**src/rtl/step_controller.sv**
```systemverilog
// step_controller: run/single-step/N-step/breakpoint clock-enable generator for a debug-controlled CPU
module step_controller #(
  parameter int PC_WIDTH   = 16,
  parameter int CC_WIDTH   = 16,
  parameter int NUM_BP     = 2,
  parameter int RATE_WIDTH = 26
) (
  input  logic                       clock,
  input  logic                       reset,
  input  logic [1:0]                 mode,
  input  logic                       step_pulse,
  input  logic                       resume,
  input  logic                       halt_req,
  input  logic [7:0]                 step_count,
  input  logic [RATE_WIDTH-1:0]      rate_div,
  input  logic [PC_WIDTH-1:0]        pc,
  input  logic [NUM_BP*PC_WIDTH-1:0] bp_addr,
  input  logic [NUM_BP-1:0]          bp_en,
  output logic                       cpu_en,
  output logic [CC_WIDTH-1:0]        cc,
  output logic [1:0]                 state,
  output logic                       halted,
  output logic [NUM_BP-1:0]          bp_hit
);
  typedef enum logic [1:0] {HALT = 2'd0, RUN = 2'd1, BURST = 2'd2, BREAK = 2'd3} state_t;
  state_t                state_q, state_d;
  logic                  en_q, en_d, skip_q, skip_d;
  logic [CC_WIDTH-1:0]   cc_q;
  logic [NUM_BP-1:0]     hit_q, hit_d, match;
  logic [8:0]            rem_q, rem_d;
  logic [RATE_WIDTH-1:0] rate_q, rate_d;
  logic                  tick;
  genvar i;
  for (i = 0; i < NUM_BP; i++) begin : g_bp
    assign match[i] = bp_en[i] && bp_addr[i*PC_WIDTH +: PC_WIDTH] == pc;
  end
  assign tick   = rate_q == rate_div;
  assign cpu_en = en_q;
  assign cc     = cc_q;
  assign state  = state_q;
  assign bp_hit = hit_q;
  assign halted = state_q == HALT || state_q == BREAK;
  // next state: halt_req beats breakpoints, breakpoints beat rate ticks and steps
  always_comb begin
    state_d = state_q;
    en_d    = 1'b0;
    rem_d   = rem_q;
    rate_d  = rate_q;
    skip_d  = skip_q;
    hit_d   = hit_q;
    case (state_q)
      HALT:
        if (step_pulse && mode == 2'b01) en_d = 1'b1;
        else if (step_pulse && mode == 2'b10) begin
          state_d = BURST;
          rem_d   = step_count == 8'd0 ? 9'd256 : {1'b0, step_count};
          rate_d  = '0;
        end else if ((step_pulse || resume) && mode[0] == mode[1]) begin
          state_d = RUN;
          rate_d  = '0;
          skip_d  = 1'b0;
        end
      RUN:
        if (halt_req || mode == 2'b01) begin
          state_d = HALT;
          rem_d   = '0;
        end else if (!tick) rate_d = rate_q + 1'b1;
        else begin
          rate_d = '0;
          if (mode == 2'b11 && !skip_q && |match) begin
            hit_d   = hit_q | match;
            state_d = BREAK;
          end else begin
            en_d   = 1'b1;
            skip_d = 1'b0;
          end
        end
      BURST:
        if (halt_req || rem_q == '0) begin
          state_d = HALT;
          rem_d   = '0;
        end else if (!tick) rate_d = rate_q + 1'b1;
        else begin
          rate_d = '0;
          en_d   = 1'b1;
          rem_d  = rem_q - 1'b1;
        end
      BREAK:
        if (step_pulse) begin
          en_d   = 1'b1;
          skip_d = 1'b0;
        end else if (resume) begin
          state_d = RUN;
          rate_d  = '0;
          hit_d   = '0;
          skip_d  = 1'b1;
        end
    endcase
  end
  // state registers; cc counts a pulse in the same cycle cpu_en shows it
  always_ff @(posedge clock or posedge reset)
    if (reset) begin
      state_q <= HALT;
      en_q    <= 1'b0;
      cc_q    <= '0;
      hit_q   <= '0;
      rem_q   <= '0;
      rate_q  <= '0;
      skip_q  <= 1'b0;
    end else begin
      state_q <= state_d;
      en_q    <= en_d;
      cc_q    <= en_d ? cc_q + 1'b1 : cc_q;
      hit_q   <= hit_d;
      rem_q   <= rem_d;
      rate_q  <= rate_d;
      skip_q  <= skip_d;
    end
endmodule

```
**config.mk**
```make
export PLATFORM = sky130hd
export DESIGN_NAME = step_controller
export DESIGN_NICKNAME = d
export VERILOG_FILES = /design/src/rtl/step_controller.sv
export SDC_FILE = /design/constraint.sdc
export NUM_CORES = 1
export LEC_CHECK = 0
export CAP_MARGIN = 15
export CORE_UTILIZATION = 30
export DETAILED_ROUTE_END_ITERATION = 16
export PLACE_DENSITY = 0.52
export RECOVER_POWER = 100
export SLEW_MARGIN = 20
export SYNTH_ARGS = -nofsm -noshare
export SYNTH_HDL_FRONTEND = slang
export SYNTH_SLANG_ARGS = --single-unit
```
**constraint.sdc**
```tcl
create_clock -name clock -period 3.21 [get_ports clock]
set_clock_uncertainty 0.2 [all_clocks]
set_input_delay 0.4815 -clock clock [delete_from_list [all_inputs] [get_ports clock]]
set_output_delay 0.4815 -clock clock [all_outputs]
set_load 0.02 [all_outputs]
```
After elaboration in Yosys (flattened, before gate mapping)
Cells that the tools add are included.
{"block": "word_totals", "regBits": 57, "input_bits": 91, "out_inout_bits": 22, "word_cells": 112}
{"block": "classes", "addsub": 3, "n_eq_ne": 28, "muxes": 49, "bitwise_logic": 1, "n_reduce_logical": 24}
{"op": "26-bit 2-to-1 mux", "n": 8}
{"op": "26-bit case mux with 4 select lines", "n": 1}
{"op": "9-bit 2-to-1 mux", "n": 6}
{"op": "16-bit equality test", "n": 2}
{"op": "2-bit 2-to-1 mux", "n": 14}
{"op": "9-bit case mux with 3 select lines", "n": 1}
{"op": "26-bit by 1-bit adder with 26-bit output (second input constant)", "n": 1}
{"op": "26-bit equality test", "n": 1}
{"op": "2-bit != test (second input constant)", "n": 11}
{"op": "16-bit by 1-bit adder with 16-bit output (second input constant)", "n": 1}
{"op": "1-bit 2-to-1 mux", "n": 15}
{"op": "3-bit != test (second input constant)", "n": 4}
{"op": "6-bit AND reduction", "n": 2}
{"op": "9-bit logical NOT", "n": 1}
{"op": "9-bit by 1-bit subtractor with 9-bit output (second input constant)", "n": 1}
{"op": "2-bit equality test (second input constant)", "n": 4}
{"op": "8-bit logical NOT", "n": 1}
{"op": "2-bit case mux with 4 select lines", "n": 1}
{"op": "8-bit AND reduction", "n": 1}
{"op": "1-bit logical AND", "n": 7}
{"op": "7-bit AND reduction", "n": 1}
{"op": "3-bit nonzero test", "n": 2}
{"op": "5-bit AND reduction", "n": 1}
{"op": "2-bit by 1-bit equality test with 1-bit output (second input constant)", "n": 2}
{"op": "other kinds (12)", "n": 16}

Depth between registers and ports, before layout
Gate-level depths: netlist of the first run.
{"block": "logic_depth", "depth_word": 8, "depth_mapped": 10, "mapped_depth_nobuf": 9}

Worst setup path after synthesis of the first run
Ideal clock, no wire load.
{"block": "synth_timing", "path_type": "register to register", "from": "reg state_q[0], in the netlist state[0]", "to": "reg rate_q[22]", "setup_ns": 0.132, "arrival_ns": 2.405, "required_ns": 2.878, "path_slack_ns": 0.473, "path_stages_with_launch": 11, "n_path_buf": 1, "synth_period_minus_slack_ns": 2.737, "cell_sequence": "dfrtp_1 inv_1 ha_1 clkbuf_1 and3_1 a221oi_2 o2111a_2 nand4_2 nor4_1 xnor2_1 nor2_1"}
{"block": "synth_between", "elab_chain_cells": 3, "elab_cells_between_ends": 12, "classes_between": "eq/ne: 9; mux: 1; reduce/logical: 2"}
{"element": "from (decl)", "line_no": "26", "source": "state_t state_q, state_d;"}
{"element": "from (signal assigned)", "line_no": "111", "source": "state_q <= state_d;"}
{"element": "2-bit equality test (tied with other cells)", "line_no": "51", "source": "case (state_q)"}
{"element": "2-bit != test (no line) / 3-bit by 1-bit != test with 1-bit output (equally long branches)"}
{"element": "6-bit AND reduction (no line)"}
{"element": "to (signal assigned)", "line_no": "116", "source": "rate_q <= rate_d;"}
{"element": "to (decl)", "line_no": "31", "source": "logic [RATE_WIDTH-1:0] rate_q, rate_d;"}
Several ways; a longest one is shown, not always the timed one.
A chain may end at the register's enable or synchronous reset.

Final worst setup path of the first run
{"block": "layout_timing", "from": "in mode[0]", "to": "reg rate_q[16]"}
{"block": "layout_between", "elab_chain_cells": 5, "elab_cells_between_ends": 14, "classes_between": "eq/ne: 6; mux: 3; reduce/logical: 5"}
{"element": "from (decl)", "line_no": "10", "source": "input logic [1:0] mode,"}
{"element": "2-bit equality test", "line_no": "54", "source": "else if (step_pulse && mode == 2'b10) begin"}
{"element": "1-bit logical AND", "line_no": "54"}
{"element": "26-bit 2-to-1 mux", "line_no": "54"}
{"element": "26-bit 2-to-1 mux", "line_no": "53", "source": "if (step_pulse && mode == 2'b01) en_d = 1'b1;"}
{"element": "26-bit case mux with 4 select lines", "line_no": "51"}
Several ways; a longest one is shown, not always the timed one. The select of a mux whose other input is x is not followed.

==> results of run 1 <==
-- worst max-delay path, delay by kind of cell --
kind | cells | cell delay, ns
adders and majority gates | 1 | 0.29
AOI/OAI and AO/OA | 4 | 0.97
buffers and inverters | 3 | 0.75
and+or+nand+nor | 2 | 0.50
-- worst min path at each step --
| stage | startpoint | end | slack [ns] | cells after the start |
|---|---|---|---|---|
| 4_1_cts | cc[15]$_DFFE_PP0P_ | cc[15]$_DFFE_PP0P_ | 0.27 | 1 |
| 3_5_place_dp | cc[15]$_DFFE_PP0P_ | cc[15]$_DFFE_PP0P_ | 0.27 | 1 |
| 3_3_place_gp | cc[15]$_DFFE_PP0P_ | cc[15]$_DFFE_PP0P_ | 0.26 | 1 |
| 5_1_grt | cc[15]$_DFFE_PP0P_ | cc[15]$_DFFE_PP0P_ | 0.28 | 1 |
| 2_1_floorplan | rem_q[6]$_DFFE_PP0P_ | rem_q[6]$_DFFE_PP0P_ | 0.27 | 2 |
| 6_report | cc[15]$_DFFE_PP0P_ | cc[15]$_DFFE_PP0P_ | 0.26 | 1 |
-- per-layer routing --
| metal | track usage, % | vias to the layer above | wire (um) |
|---|---|---|---|
| met5 | 0 | - | 0 |
| met4 | 6.154 | 0 | 54 |
| met3 | 3.425 | 4 | 706 |
| met2 | 27.61 | 103 | 5100 |
| met1 | 23.24 | 1741 | 5307 |
| li1 | - | 1856 | - |
-- metrics by stage --
| stage | cells | hold WS [ns] |
|---|---|---|
| 2_1_floorplan | 447 | 0.2709 |
| 3_3_place_gp | 738 | 0.2588 |
| 3_5_place_dp | 738 | 0.2651 |
| 4_1_cts | 754 | 0.2719 |
| 5_1_grt | 754 | 0.2809 |
| 6_report | 754 | 0.2588 |
-- logic make-up (layout without fill, tap and decap cells) --
family                   Yosys count  in the layout  synth area share [%]
multiplexers                       3              3                0.8609
buffers and inverters             27            162                 2.966
flip-flops                        57             57                 36.35
AO/OA/AOI/OAI                     85             85                 13.36
XOR/XNOR                          82             82                 18.30
adder cells (fa/ha/maj)           11             11                 3.508
AND/OR/NAND/NOR                  182            182                 24.65
-- registers in the layout, indices dropped and copies added, names as in the netlist --
signal,flops
state,2
rate_q,26
bp_hit,2
cpu_en,1
cc,16
rem_q,9
skip_q,1
-- cell usage in the layout (no fill, tap or decap), types with 4 or more instances in the layout --
cell type	instances
sky130_fd_sc_hd__a21oi_1	17
sky130_fd_sc_hd__dlygate4sd3_1	24
sky130_fd_sc_hd__nor4_1	13
sky130_fd_sc_hd__clkbuf_2	5
sky130_fd_sc_hd__dfrtp_1	57
sky130_fd_sc_hd__and3_1	10
sky130_fd_sc_hd__nand3_1	17
sky130_fd_sc_hd__buf_4	9
sky130_fd_sc_hd__o21ai_0	43
sky130_fd_sc_hd__ha_1	11
sky130_fd_sc_hd__o31ai_1	6
sky130_fd_sc_hd__nor2_1	36
sky130_fd_sc_hd__or3_1	5
sky130_fd_sc_hd__nor3_1	23
sky130_fd_sc_hd__nand4_1	16
sky130_fd_sc_hd__inv_1	16
sky130_fd_sc_hd__xor2_1	46
sky130_fd_sc_hd__nand2_1	38
sky130_fd_sc_hd__clkbuf_1	4
sky130_fd_sc_hd__clkbuf_16	9
sky130_fd_sc_hd__nand2b_1	7
sky130_fd_sc_hd__xnor2_1	36
sky130_fd_sc_hd__clkdlybuf4s50_1	88
-- final cells by class --
cell class	count	area (sq um)	area share, %
inverters	16	60.06	1.077
flip-flops and latches	57	1426	25.58
multi-input cells	363	2331	41.81
repair buffers	130	1252	22.46
clock inverters	3	40.04	0.7181
clock buffers	13	250.2	4.488
well taps	172	215.2	3.860
-- power groups by stage --
stage,combinational (mW),clock (mW),sequential [mW]
after global routing,1.53,0.996,0.966
after floorplan,0.816,0,0.980
after detailed placement,1.43,0,0.954
final,1.37,0.941,0.945
after CTS,1.43,0.969,0.945
after global placement,1.42,0,0.951
==> impl_table.tex, run 1 <==
\begin{tabular}{lr}
\hline
Metric & Value \\
\hline
\multicolumn{2}{l}{\textbf{Run status}} \\
Result of the run & completed \\
\multicolumn{2}{l}{\textbf{Floorplan}} \\
Die Span X & 116.4 um \\
Area inside the core boundary & 12,670 sq um \\
Total I/O pin count & 113 \\
FP Rows & 41 \\
Starting Density & 30.97\% \\
Die outline area & 13,540 sq um \\
Height of the die & 116.4 um \\
\multicolumn{2}{l}{\textbf{Timing}} \\
Share of the cycle needed by the critical path after routing & 92.20\% \\
Worst Max-Slew Pin Slew & 1.043 ns \\
Unrepaired setup endpoints after global routing & false \\
Highest attainable clock frequency & 0.3379 GHz \\
Final Hold Violating Endpoints & 0 \\
Count of pins over their slew limit & 0 \\
Setup violators final & 0 \\
Final setup TNS & 0 ns \\
Final worst path period need & 2.960 ns \\
Slew headroom & 30.38\% \\
Final setup margin & 0.2503 ns \\
\multicolumn{2}{l}{\textbf{Critical path}} \\
Master of the slowest instance on the critical path & sky130\_fd\_sc\_hd\_\_clkdlybuf4s50\_1 \\
Maximum fanout along the worst path & 9 \\
CP required & 3.25 ns \\
Beginning of the critical path & mode[0] \\
CP Class & primary input to flip-flop \\
Cells along the critical path & clkdlybuf4s50\_1 -> inv\_1 -> ha\_1 -> o21ai\_0 -> a221oi\_1 -> o2111a\_2 -> nand4\_1 -> clkbuf\_2 -> or3\_1 -> a21oi\_1 \\
Data arrival at the endpoint of the critical path & 3.00 ns \\
CP endpoint & rate\_q[16]\$\_DFFE\_PP0P\_ \\
Kind of start point of the critical path & primary input \\
Worst r2r dst & bp\_hit[1]\$\_DFFE\_PP0P\_ \\
Cell count of the worst reg-to-reg path & 10 \\
Worst Setup End Kind & flip-flop \\
CP peak stage delay & 0.48 ns \\
Reg2reg start & rate\_q[6]\$\_DFFE\_PP0P\_ \\
Setup slack of the most critical reg-to-reg path & 0.41 ns \\
\multicolumn{2}{l}{\textbf{Power and ir drop}} \\
Power share of the clock group & 28.9\% \\
Standby leakage power & 2.392 nW \\
Portion of total power attributed to sequential cells & 29.0\% \\
Sw Pwr & 1.243 mW \\
Power density of the placed cells & 583.5 nW/um\^{}2 \\
Total chip power & 3.253 mW \\
Max VDD drop & 0.0002741 V \\
Combinational share of power & 42.0\% \\
Internal cell power & 2.011 mW \\
Fraction of power spent switching nets & 38.20\% \\
\multicolumn{2}{l}{\textbf{Clocking}} \\
CTS Hold Bufs & 0 \\
Number of buffers added by the clock tree synthesis step & 9 \\
Number of resized instances in the post-cts repair step & 0 \\
Clock tree from TritonCTS & done \\
CTS H-tree depth & 3 \\
Library cell used as clock root buffer & sky130\_fd\_sc\_hd\_\_clkbuf\_16 \\
Maximum buffer depth of the clock tree & 2 \\
Later-pin clock latency in the skew report & 0.32 ns \\
Number of buffers inserted by post-CTS setup repair & 0 \\
Number of clock sinks & 57 \\
Clock transition at the registers of the reported paths & 0.05 ns \\
\multicolumn{2}{l}{\textbf{Placement}} \\
Pre-CTS setup slack & -0.06798 ns \\
Dpl cell area & 5364 sq um \\
Placer Congestion & 0.8347 \\
Port bufs & 112 \\
Hpwl dp & 8511 um \\
\multicolumn{2}{l}{\textbf{Hold path}} \\
Type of the tightest min-delay check & flip-flop to flip-flop \\
\multicolumn{2}{l}{\textbf{Layout}} \\
Area growth, synth to finish & 42.09\% \\
Share of the core filled with cells in the final layout & 44.00\% \\
Layout cell share with drive strength beyond 1 & 6.014\% \\
Final net count & 679 \\
Number of fill cells in the layout & 1,272 \\
Area of all placed cells without fillers & 5575 sq um \\
Antenna diode count & 0 \\
\multicolumn{2}{l}{\textbf{Route}} \\
Pre-Repair DR Iteration Count & 4 \\
Total via count after detailed routing & 3,704 \\
Routed wire length & 11,170 um \\
Drt via density & 4.912 \\
DR iter-0 viols & 196 \\
Post-detailed-route count of antenna-violating nets & 0 \\
Count of unresolved DRC violations after routing & 0 \\
Mean routed wirelength per cell & 14.81 um \\
\multicolumn{2}{l}{\textbf{Logic synthesis}} \\
Net Count, Synth & 549 \\
Top post-synthesis cells by count & sky130\_fd\_sc\_hd\_\_dfrtp\_1 (57), sky130\_fd\_sc\_hd\_\_xor2\_1 (46), sky130\_fd\_sc\_hd\_\_o21ai\_0 (42) \\
Count of yosys warnings during synthesis & 0 \\
Portion of synthesized cell area occupied by the leading cell type & 36.35\% \\
Async set or reset register ratio after synthesis & 100.0\% \\
Dominant cell by count in the synthesized netlist & sky130\_fd\_sc\_hd\_\_dfrtp\_1 \\
Average cell area after synthesis & 8.778 sq um \\
Post-Synthesis Cell Area & 3924 sq um \\
Distinct cell type count after synthesis & 50 \\
Register area share after synthesis & 36.35\% \\
Gate count of the mapped netlist & 447 \\
Leading register cell type out of synthesis & sky130\_fd\_sc\_hd\_\_dfrtp\_1 \\
Number of enable flip-flop cells after synthesis & 0 \\
Flops \& latches, synth & 57 \\
Cell types occupying the most area after synthesis & sky130\_fd\_sc\_hd\_\_dfrtp\_1 (36\%), sky130\_fd\_sc\_hd\_\_xor2\_1 (10\%), sky130\_fd\_sc\_hd\_\_xnor2\_1 (8.0\%) \\
Cell type contributing the most total cell area after synthesis & sky130\_fd\_sc\_hd\_\_dfrtp\_1 \\
\multicolumn{2}{l}{\textbf{Global routing}} \\
Vias in the first global route & 3,702 \\
Global-route wire length before repair & 18,040 um \\
GRT Resource Usage Total & 17.30\% \\
Aggregate global routing overflow & 0 \\
Initial antenna violation count & 0 \\
Pin count of the biggest net entering global routing & 34 \\
\multicolumn{2}{l}{\textbf{Job}} \\
Number of maximum-capacitance violations & 0 \\
\hline
\end{tabular}
Note: power is estimated with default switching activity, not from simulation.
==> run 2: changes to the inputs <==
- SETUP_SLACK_MARGIN: not set -> 0.15
==> run 2 against run 1 <==
Routed wire length rose by 0.73%. Die area unchanged. Sequential power hardly changed. Non-clock buffer count unchanged. Via count is 0.67% higher. Clock power grew 0.4%. Critical endpoint unchanged. Largest cell class unchanged. Largest power group unchanged.
==> impl_table.tex, run 2 (same netlist as run 1, synthesis figures left out) <==
\begin{tabular}{lr}
\hline
Metric & Value \\
\hline
\multicolumn{2}{l}{\textbf{Run status}} \\
Result of the run & completed \\
\multicolumn{2}{l}{\textbf{Clocking}} \\
Library cell used as clock root buffer & sky130\_fd\_sc\_hd\_\_clkbuf\_16 \\
Clock tree from TritonCTS & done \\
Clock transition at the registers of the reported paths & 0.05 ns (about the same) \\
Later-pin clock latency in the skew report & 0.32 ns (about the same) \\
Number of buffers inserted by post-CTS setup repair & 0 (unchanged) \\
Number of clock sinks & 57 (unchanged) \\
Maximum buffer depth of the clock tree & 2 (unchanged) \\
CTS H-tree depth & 3 (unchanged) \\
Number of buffers added by the clock tree synthesis step & 9 (unchanged) \\
\multicolumn{2}{l}{\textbf{Critical path}} \\
Count of buffering cells on the critical path with inverters included & 3 (unchanged) \\
CP Class & primary input to flip-flop \\
CP required & 3.25 ns (about the same) \\
Cells along the critical path & dlygate4sd3\_1 -> inv\_1 -> ha\_1 -> o21ai\_0 -> a221oi\_2 -> o2111a\_2 -> nand4\_1 -> clkbuf\_2 -> or3\_1 -> a21oi\_1 \\
CP peak stage delay & 0.55 ns (+0.07 ns) \\
Worst r2r dst & bp\_hit[1]\$\_DFFE\_PP0P\_ \\
Setup slack of the most critical reg-to-reg path & 0.43 ns (+0.02 ns) \\
Worst Setup End Kind & flip-flop \\
Data arrival at the endpoint of the critical path & 3.00 ns (about the same) \\
Master of the slowest instance on the critical path & sky130\_fd\_sc\_hd\_\_dlygate4sd3\_1 \\
Maximum fanout along the worst path & 9 (unchanged) \\
Reg2reg start & rate\_q[24]\$\_DFFE\_PP0P\_ \\
Category of cells accounting for the largest share of critical-path delay & compound AO/OA/AOI/OAI gates \\
Kind of start point of the critical path & primary input \\
Cell count of the worst reg-to-reg path & 10 (unchanged) \\
\multicolumn{2}{l}{\textbf{Global routing}} \\
Vias in the first global route & 3,702 (unchanged) \\
Initial antenna violation count & 0 (unchanged) \\
Pin count of the biggest net entering global routing & 34 (unchanged) \\
Global-route wire length before repair & 18,040 um (unchanged) \\
Aggregate global routing overflow & 0 (unchanged) \\
GRT Resource Usage Total & 17.30\% (unchanged) \\
\multicolumn{2}{l}{\textbf{Floorplan}} \\
Area inside the core boundary & 12,670 sq um (unchanged) \\
Starting Density & 30.97\% (unchanged) \\
FP Rows & 41 (unchanged) \\
Die outline area & 13,540 sq um (unchanged) \\
Die Span X & 116.4 um (unchanged) \\
Total I/O pin count & 113 (unchanged) \\
Height of the die & 116.4 um (unchanged) \\
\multicolumn{2}{l}{\textbf{Layout}} \\
Layout cell share with drive strength beyond 1 & 6.186\% (+0.17 points) \\
Most frequent cells in the layout & sky130\_fd\_sc\_hd\_\_clkdlybuf4s50\_1 (88), sky130\_fd\_sc\_hd\_\_dfrtp\_1 (57), sky130\_fd\_sc\_hd\_\_xor2\_1 (46), sky130\_fd\_sc\_hd\_\_o21ai\_0 (42), sky130\_fd\_sc\_hd\_\_nand2\_1 (38) \\
Biggest register & rate\_q \\
Final net count & 679 (unchanged) \\
Antenna diode count & 0 (unchanged) \\
Area growth, synth to finish & 42.47\% \\
Most common cell after layout, fill and taps aside & sky130\_fd\_sc\_hd\_\_clkdlybuf4s50\_1 \\
Flip-flop count of the largest register, all copies and words added & 26 (unchanged) \\
\multicolumn{2}{l}{\textbf{Placement}} \\
Hpwl dp & 8511 um (unchanged) \\
Port bufs & 112 (unchanged) \\
Placer Congestion & 0.8347 (unchanged) \\
\multicolumn{2}{l}{\textbf{Route}} \\
Metal-1 WL & 5336 um (+0.55\%) \\
DR iter-0 viols & 208 (+6.1\%) \\
Routed wire length & 11,250 um (+0.73\%) \\
Top layer in use & met4 \\
Drt via density & 4.946 (+0.67\%) \\
Routed wire length on met2 & 5016 um (-1.6\%) \\
Total via count after detailed routing & 3,729 (+0.67\%) \\
Routed wl met3 & 759 um (+7.5\%) \\
Mean routed wirelength per cell & 14.92 um (+0.73\%) \\
Count of unresolved DRC violations after routing & 0 (unchanged) \\
Pre-Repair DR Iteration Count & 4 (unchanged) \\
Post-detailed-route count of antenna-violating nets & 0 (unchanged) \\
\multicolumn{2}{l}{\textbf{Power and ir drop}} \\
Power density of the placed cells & 584.6 nW/um\^{}2 (+0.20\%) \\
Max VDD drop & 0.0002780 V (+1.4\%) \\
Total chip power & 3.268 mW (+0.47\%) \\
Standby leakage power & 2.384 nW (-0.33\%) \\
\multicolumn{2}{l}{\textbf{Timing}} \\
Final worst path period need & 2.957 ns (-0.003160 ns) \\
Final Hold Violating Endpoints & 0 (unchanged) \\
Count of pins over their slew limit & 0 (unchanged) \\
Slew headroom & 29.70\% (-0.67 points) \\
Final setup TNS & 0 ns (unchanged) \\
Highest attainable clock frequency & 0.3382 GHz (+0.11\%) \\
Share of the cycle needed by the critical path after routing & 92.10\% (-0.098 points) \\
Worst Max-Slew Pin Slew & 1.053 ns (+0.01008 ns) \\
Unrepaired setup endpoints after global routing & false \\
Setup violators final & 0 (unchanged) \\
\multicolumn{2}{l}{\textbf{Hold path}} \\
Type of the tightest min-delay check & flip-flop to flip-flop \\
Cells on Worst Hold Path & 1 (unchanged) \\
Min-delay src & cc[15]\$\_DFFE\_PP0P\_ \\
Worst min-delay path endpoint & cc[15]\$\_DFFE\_PP0P\_ \\
\multicolumn{2}{l}{\textbf{Job}} \\
Number of maximum-capacitance violations & 0 (unchanged) \\
\hline
\end{tabular}
run 2: changes by cell type in the layout (fill, tap and decap cells not counted), moves of 2 or more:
cell	delta
sky130_fd_sc_hd__nor4_1	-3
sky130_fd_sc_hd__nor4_2	+3
sky130_fd_sc_hd__clkbuf_2	-2
sky130_fd_sc_hd__clkbuf_1	+2
run 2: power breakdown:
group          switching [mW]  internal [mW]
Sequential              0.121          0.825
Clock                   0.326          0.619
Combinational           0.810          0.567
run 2: timing repair:
action | CTS | global route
gates resized for setup | 0 | 4
endpoints found under the setup margin | 0 | 3
hold buffers | 0 | 0
endpoints found under the hold margin | 0 | 0
run 2: metal layers:
layer,global-route usage [%],vias up
met4,6.154,0
li1,-,1854
met3,3.425,13
met1,23.24,1747
met5,0,-
met2,27.61,115
run 2: final cells by class:
class / count / area [sq um]
flip-flops and latches: 57 / 1426
inverters: 16 / 60.06
clock buffers: 13 / 250.2
multi-input cells: 363 / 2349
clock inverters: 3 / 40.04
repair buffers: 130 / 1250
well taps: 172 / 215.2
fillers: 1272 / 7081
run 2: how the worst max path moves through the flow:
stage / from / end / slack (ns) / depth (start not counted)
finish: mode[0] / rate_q[16]$_DFFE_PP0P_ / 0.25 / 10
global route: mode[0] / rate_q[12]$_DFFE_PP0P_ / 0.1 / 10
CTS: rate_div[6] / bp_hit[1]$_DFFE_PP0P_ / 0.26 / 11
detailed placement: rate_div[6] / bp_hit[1]$_DFFE_PP0P_ / -0.07 / 11
global placement: rate_div[6] / bp_hit[0]$_DFFE_PP0P_ / -0.04 / 11
floorplan: state[0]$_DFFE_PP0P_ / rate_q[22]$_DFFE_PP0P_ / 0.47 / 10
run 2: metrics by stage:
step	instances	area [sq um]	setup slack [ns]	utilization [%]	hold slack, ns
4_1_cts	754	5654	0.2552	44.62	0.2719
6_report	754	5590	0.2534	44.12	0.2610
5_1_grt	754	5590	0.09902	44.12	0.2809
3_5_place_dp	738	5364	-0.06798	42.33	0.2651
2_1_floorplan	447	3924	0.4733	-	0.2709
3_3_place_gp	738	5364	-0.03545	42.33	0.2588
run 2: worst reg2reg max path: stages (launching register included):
cell                       delay, ns
sky130_fd_sc_hd__dfrtp_1        0.41
sky130_fd_sc_hd__xor2_1         0.18
sky130_fd_sc_hd__nor4_1         0.31
sky130_fd_sc_hd__buf_4          0.17
sky130_fd_sc_hd__nand3_1        0.17
sky130_fd_sc_hd__clkbuf_4       0.20
sky130_fd_sc_hd__or2_0          0.26
sky130_fd_sc_hd__o31ai_1        0.32
sky130_fd_sc_hd__clkbuf_1       0.19
sky130_fd_sc_hd__and2_1         0.16
sky130_fd_sc_hd__a21oi_1        0.07
==> run 3: changes to the inputs <==
- GPL_TIMING_DRIVEN: not set -> 0
==> run 3 against run 2 <==
Sequential power increased by 1%. Core utilization is 0.23 points higher. Cell count did not move. Critical path depth is 1 lower. Setup slack got worse by 0.075 ns.
==> impl_table.tex, run 3 (same netlist as run 1, synthesis figures left out) <==
\begin{tabular}{lr}
\hline
Metric & Value \\
\hline
\multicolumn{2}{l}{\textbf{Run status}} \\
Result of the run & completed \\
\multicolumn{2}{l}{\textbf{Clocking}} \\
Clock tree from TritonCTS & done \\
CTS Hold Bufs & 0 (unchanged) \\
Maximum buffer depth of the clock tree & 2 (unchanged) \\
CTS H-tree depth & 3 (unchanged) \\
Library cell used as clock root buffer & sky130\_fd\_sc\_hd\_\_clkbuf\_16 \\
Clock transition at the registers of the reported paths & 0.05 ns (about the same) \\
Later-pin clock latency in the skew report & 0.33 ns (about the same) \\
Number of clock sinks & 57 (unchanged) \\
Number of buffers added by the clock tree synthesis step & 9 (unchanged) \\
\multicolumn{2}{l}{\textbf{Critical path}} \\
Worst Setup End Kind & flip-flop \\
CP peak stage delay & 0.58 ns (+0.03 ns) \\
Master of the slowest instance on the critical path & sky130\_fd\_sc\_hd\_\_dlygate4sd3\_1 \\
Worst r2r dst & rate\_q[22]\$\_DFFE\_PP0P\_ \\
CP Class & primary input to flip-flop \\
Kind of start point of the critical path & primary input \\
Data arrival at the endpoint of the critical path & 3.02 ns (+0.02 ns) \\
CP required & 3.20 ns (-0.05 ns) \\
Reg2reg start & state[0]\$\_DFFE\_PP0P\_ \\
Maximum fanout along the worst path & 8 (-1) \\
Critical Path Most Common Cell & sky130\_fd\_sc\_hd\_\_xor2\_1 \\
Setup slack of the most critical reg-to-reg path & 0.29 ns (-0.14 ns) \\
Cells along the critical path & dlygate4sd3\_1 -> xor2\_1 -> nor4\_1 -> nand3\_1 -> buf\_4 -> o41ai\_2 -> a31oi\_4 -> nor4b\_1 -> xor2\_1 \\
Cell count of the worst reg-to-reg path & 10 (unchanged) \\
\multicolumn{2}{l}{\textbf{Floorplan}} \\
Height of the die & 116.4 um (unchanged) \\
Total I/O pin count & 113 (unchanged) \\
FP Rows & 41 (unchanged) \\
Die Span X & 116.4 um (unchanged) \\
Starting Density & 30.97\% (unchanged) \\
Die outline area & 13,540 sq um (unchanged) \\
Area inside the core boundary & 12,670 sq um (unchanged) \\
\multicolumn{2}{l}{\textbf{Route}} \\
Mean routed wirelength per cell & 14.56 um (-2.4\%) \\
Post-detailed-route count of antenna-violating nets & 0 (unchanged) \\
DR iter-0 viols & 165 (-21\%) \\
Total via count after detailed routing & 3,716 (-0.35\%) \\
Drt via density & 4.928 (-0.35\%) \\
Pre-Repair DR Iteration Count & 6 (+2) \\
Routed wire length & 10,980 um (-2.4\%) \\
Count of unresolved DRC violations after routing & 0 (unchanged) \\
\multicolumn{2}{l}{\textbf{Timing}} \\
Highest attainable clock frequency & 0.3299 GHz (-2.5\%) \\
Worst Max-Slew Pin Slew & 1.354 ns (+0.3006 ns) \\
Count of pins over their slew limit & 0 (unchanged) \\
Share of the cycle needed by the critical path after routing & 94.43\% (+2.3 points) \\
Unrepaired setup endpoints after global routing & true \\
Setup violators final & 0 (unchanged) \\
Final worst path period need & 3.031 ns (+0.07466 ns) \\
Slew headroom & 9.740\% (-20 points) \\
Worst slack on hold paths & 0.2602 ns (-0.0007870 ns) \\
Final Hold Violating Endpoints & 0 (unchanged) \\
\multicolumn{2}{l}{\textbf{Layout}} \\
Flip-flop count of the largest register, all copies and words added & 26 (unchanged) \\
Final net count & 679 (unchanged) \\
Area of all sequential standard cells & 1426 sq um (unchanged) \\
Number of fill cells in the layout & 1,294 (+1.7\%) \\
Layout cell share with drive strength beyond 1 & 6.529\% (+0.34 points) \\
Most frequent cells in the layout & sky130\_fd\_sc\_hd\_\_clkdlybuf4s50\_1 (88), sky130\_fd\_sc\_hd\_\_dfrtp\_1 (57), sky130\_fd\_sc\_hd\_\_xor2\_1 (46), sky130\_fd\_sc\_hd\_\_o21ai\_0 (42), sky130\_fd\_sc\_hd\_\_nand2\_1 (38) \\
Area growth, synth to finish & 43.21\% \\
Most common cell after layout, fill and taps aside & sky130\_fd\_sc\_hd\_\_clkdlybuf4s50\_1 \\
Biggest register & rate\_q \\
Area of the multi-input gates & 2376 sq um (+1.2\%) \\
Antenna diode count & 0 (unchanged) \\
\multicolumn{2}{l}{\textbf{Global routing}} \\
Initial antenna violation count & 0 (unchanged) \\
Global-route wire length before repair & 17,310 um (-4.1\%) \\
Pin count of the biggest net entering global routing & 53 (+56\%) \\
GRT Resource Usage Total & 16.64\% (-0.66 points) \\
Aggregate global routing overflow & 0 (unchanged) \\
Vias in the first global route & 3,538 (-4.4\%) \\
\multicolumn{2}{l}{\textbf{Power and ir drop}} \\
Max VDD drop & 0.0002813 V (+1.2\%) \\
Power density of the placed cells & 592.9 nW/um\^{}2 (+1.4\%) \\
Total chip power & 3.331 mW (+1.9\%) \\
Standby leakage power & 2.384 nW (about the same) \\
\multicolumn{2}{l}{\textbf{Placement}} \\
Hpwl dp & 8388 um (-1.5\%) \\
Placer Congestion & 0.8352 (about the same) \\
Port bufs & 112 (unchanged) \\
\multicolumn{2}{l}{\textbf{Hold path}} \\
Cells on Worst Hold Path & 1 (unchanged) \\
Min-delay src & cc[15]\$\_DFFE\_PP0P\_ \\
Worst min-delay path endpoint & cc[15]\$\_DFFE\_PP0P\_ \\
Type of the tightest min-delay check & flip-flop to flip-flop \\
\multicolumn{2}{l}{\textbf{Job}} \\
Number of maximum-capacitance violations & 0 (unchanged) \\
\hline
\end{tabular}
run 3: metrics by stage:
step,utilization [%],TNS (ns),area (sq um),cells,setup slack [ns]
6_report,44.35,0,5619,754,0.1788
5_1_grt,44.35,0,5619,754,0.03608
4_1_cts,44.50,0,5639,750,0.1669
3_5_place_dp,41.75,-6.094,5290,732,-0.3445
3_3_place_gp,41.51,-12.27,5260,731,-0.3230
2_1_floorplan,-,0,3924,447,0.4733
run 3: critical path: cells and delay by family:
kind,cells,cell delay [ns]
AO/OA/AOI/OAI,2,0.53
XOR/XNOR,2,0.32
buffers and inverters,2,0.76
AND/OR/NAND/NOR,3,0.93
run 3: worst max-delay path by stage:
stage / startpoint / slack, ns / end / depth (start not counted)
after floorplan: state[0]$_DFFE_PP0P_ / 0.47 / rate_q[22]$_DFFE_PP0P_ / 10
after global routing: rate_div[1] / 0.04 / cc[8]$_DFFE_PP0P_ / 10
after detailed placement: mode[0] / -0.34 / rate_q[18]$_DFFE_PP0P_ / 9
after global placement: mode[0] / -0.32 / rate_q[18]$_DFFE_PP0P_ / 9
final: rate_div[1] / 0.18 / cc[15]$_DFFE_PP0P_ / 9
after CTS: rate_div[6] / 0.17 / rem_q[2]$_DFFE_PP0P_ / 8
run 3: where the power goes:
group          internal [mW]  leakage, nW  total (mW)  switching (mW)
Sequential             0.824        0.775       0.956           0.131
Combinational          0.550         1.46        1.37           0.819
Clock                  0.674        0.152        1.01           0.333
run 3: final cells by class:
type,instances,share of cell area [%]
Timing Repair Buffer,119,20.80
Multi-Input combinational cell,363,42.28
Clock inverter,6,1.470
Clock buffer,10,4.075
Tap cell,172,3.830
Buffer,11,1.069
Inverter,16,1.091
Sequential cell,57,25.38
run 3: metal layers:
layer	up-vias	GRT usage (%)	share of wire [%]
met4	0	5.214	1.2
li1	1848	-	-
met3	10	4.048	7.0
met5	-	0	0
met2	107	26.11	44
met1	1751	22.52	48
run 3: timing repair:
item                       4_1_cts  5_1_grt
setup endpoints to repair       13       39
resized for setup                5        8
buffers inserted                 2        4
pin swaps                        1        5
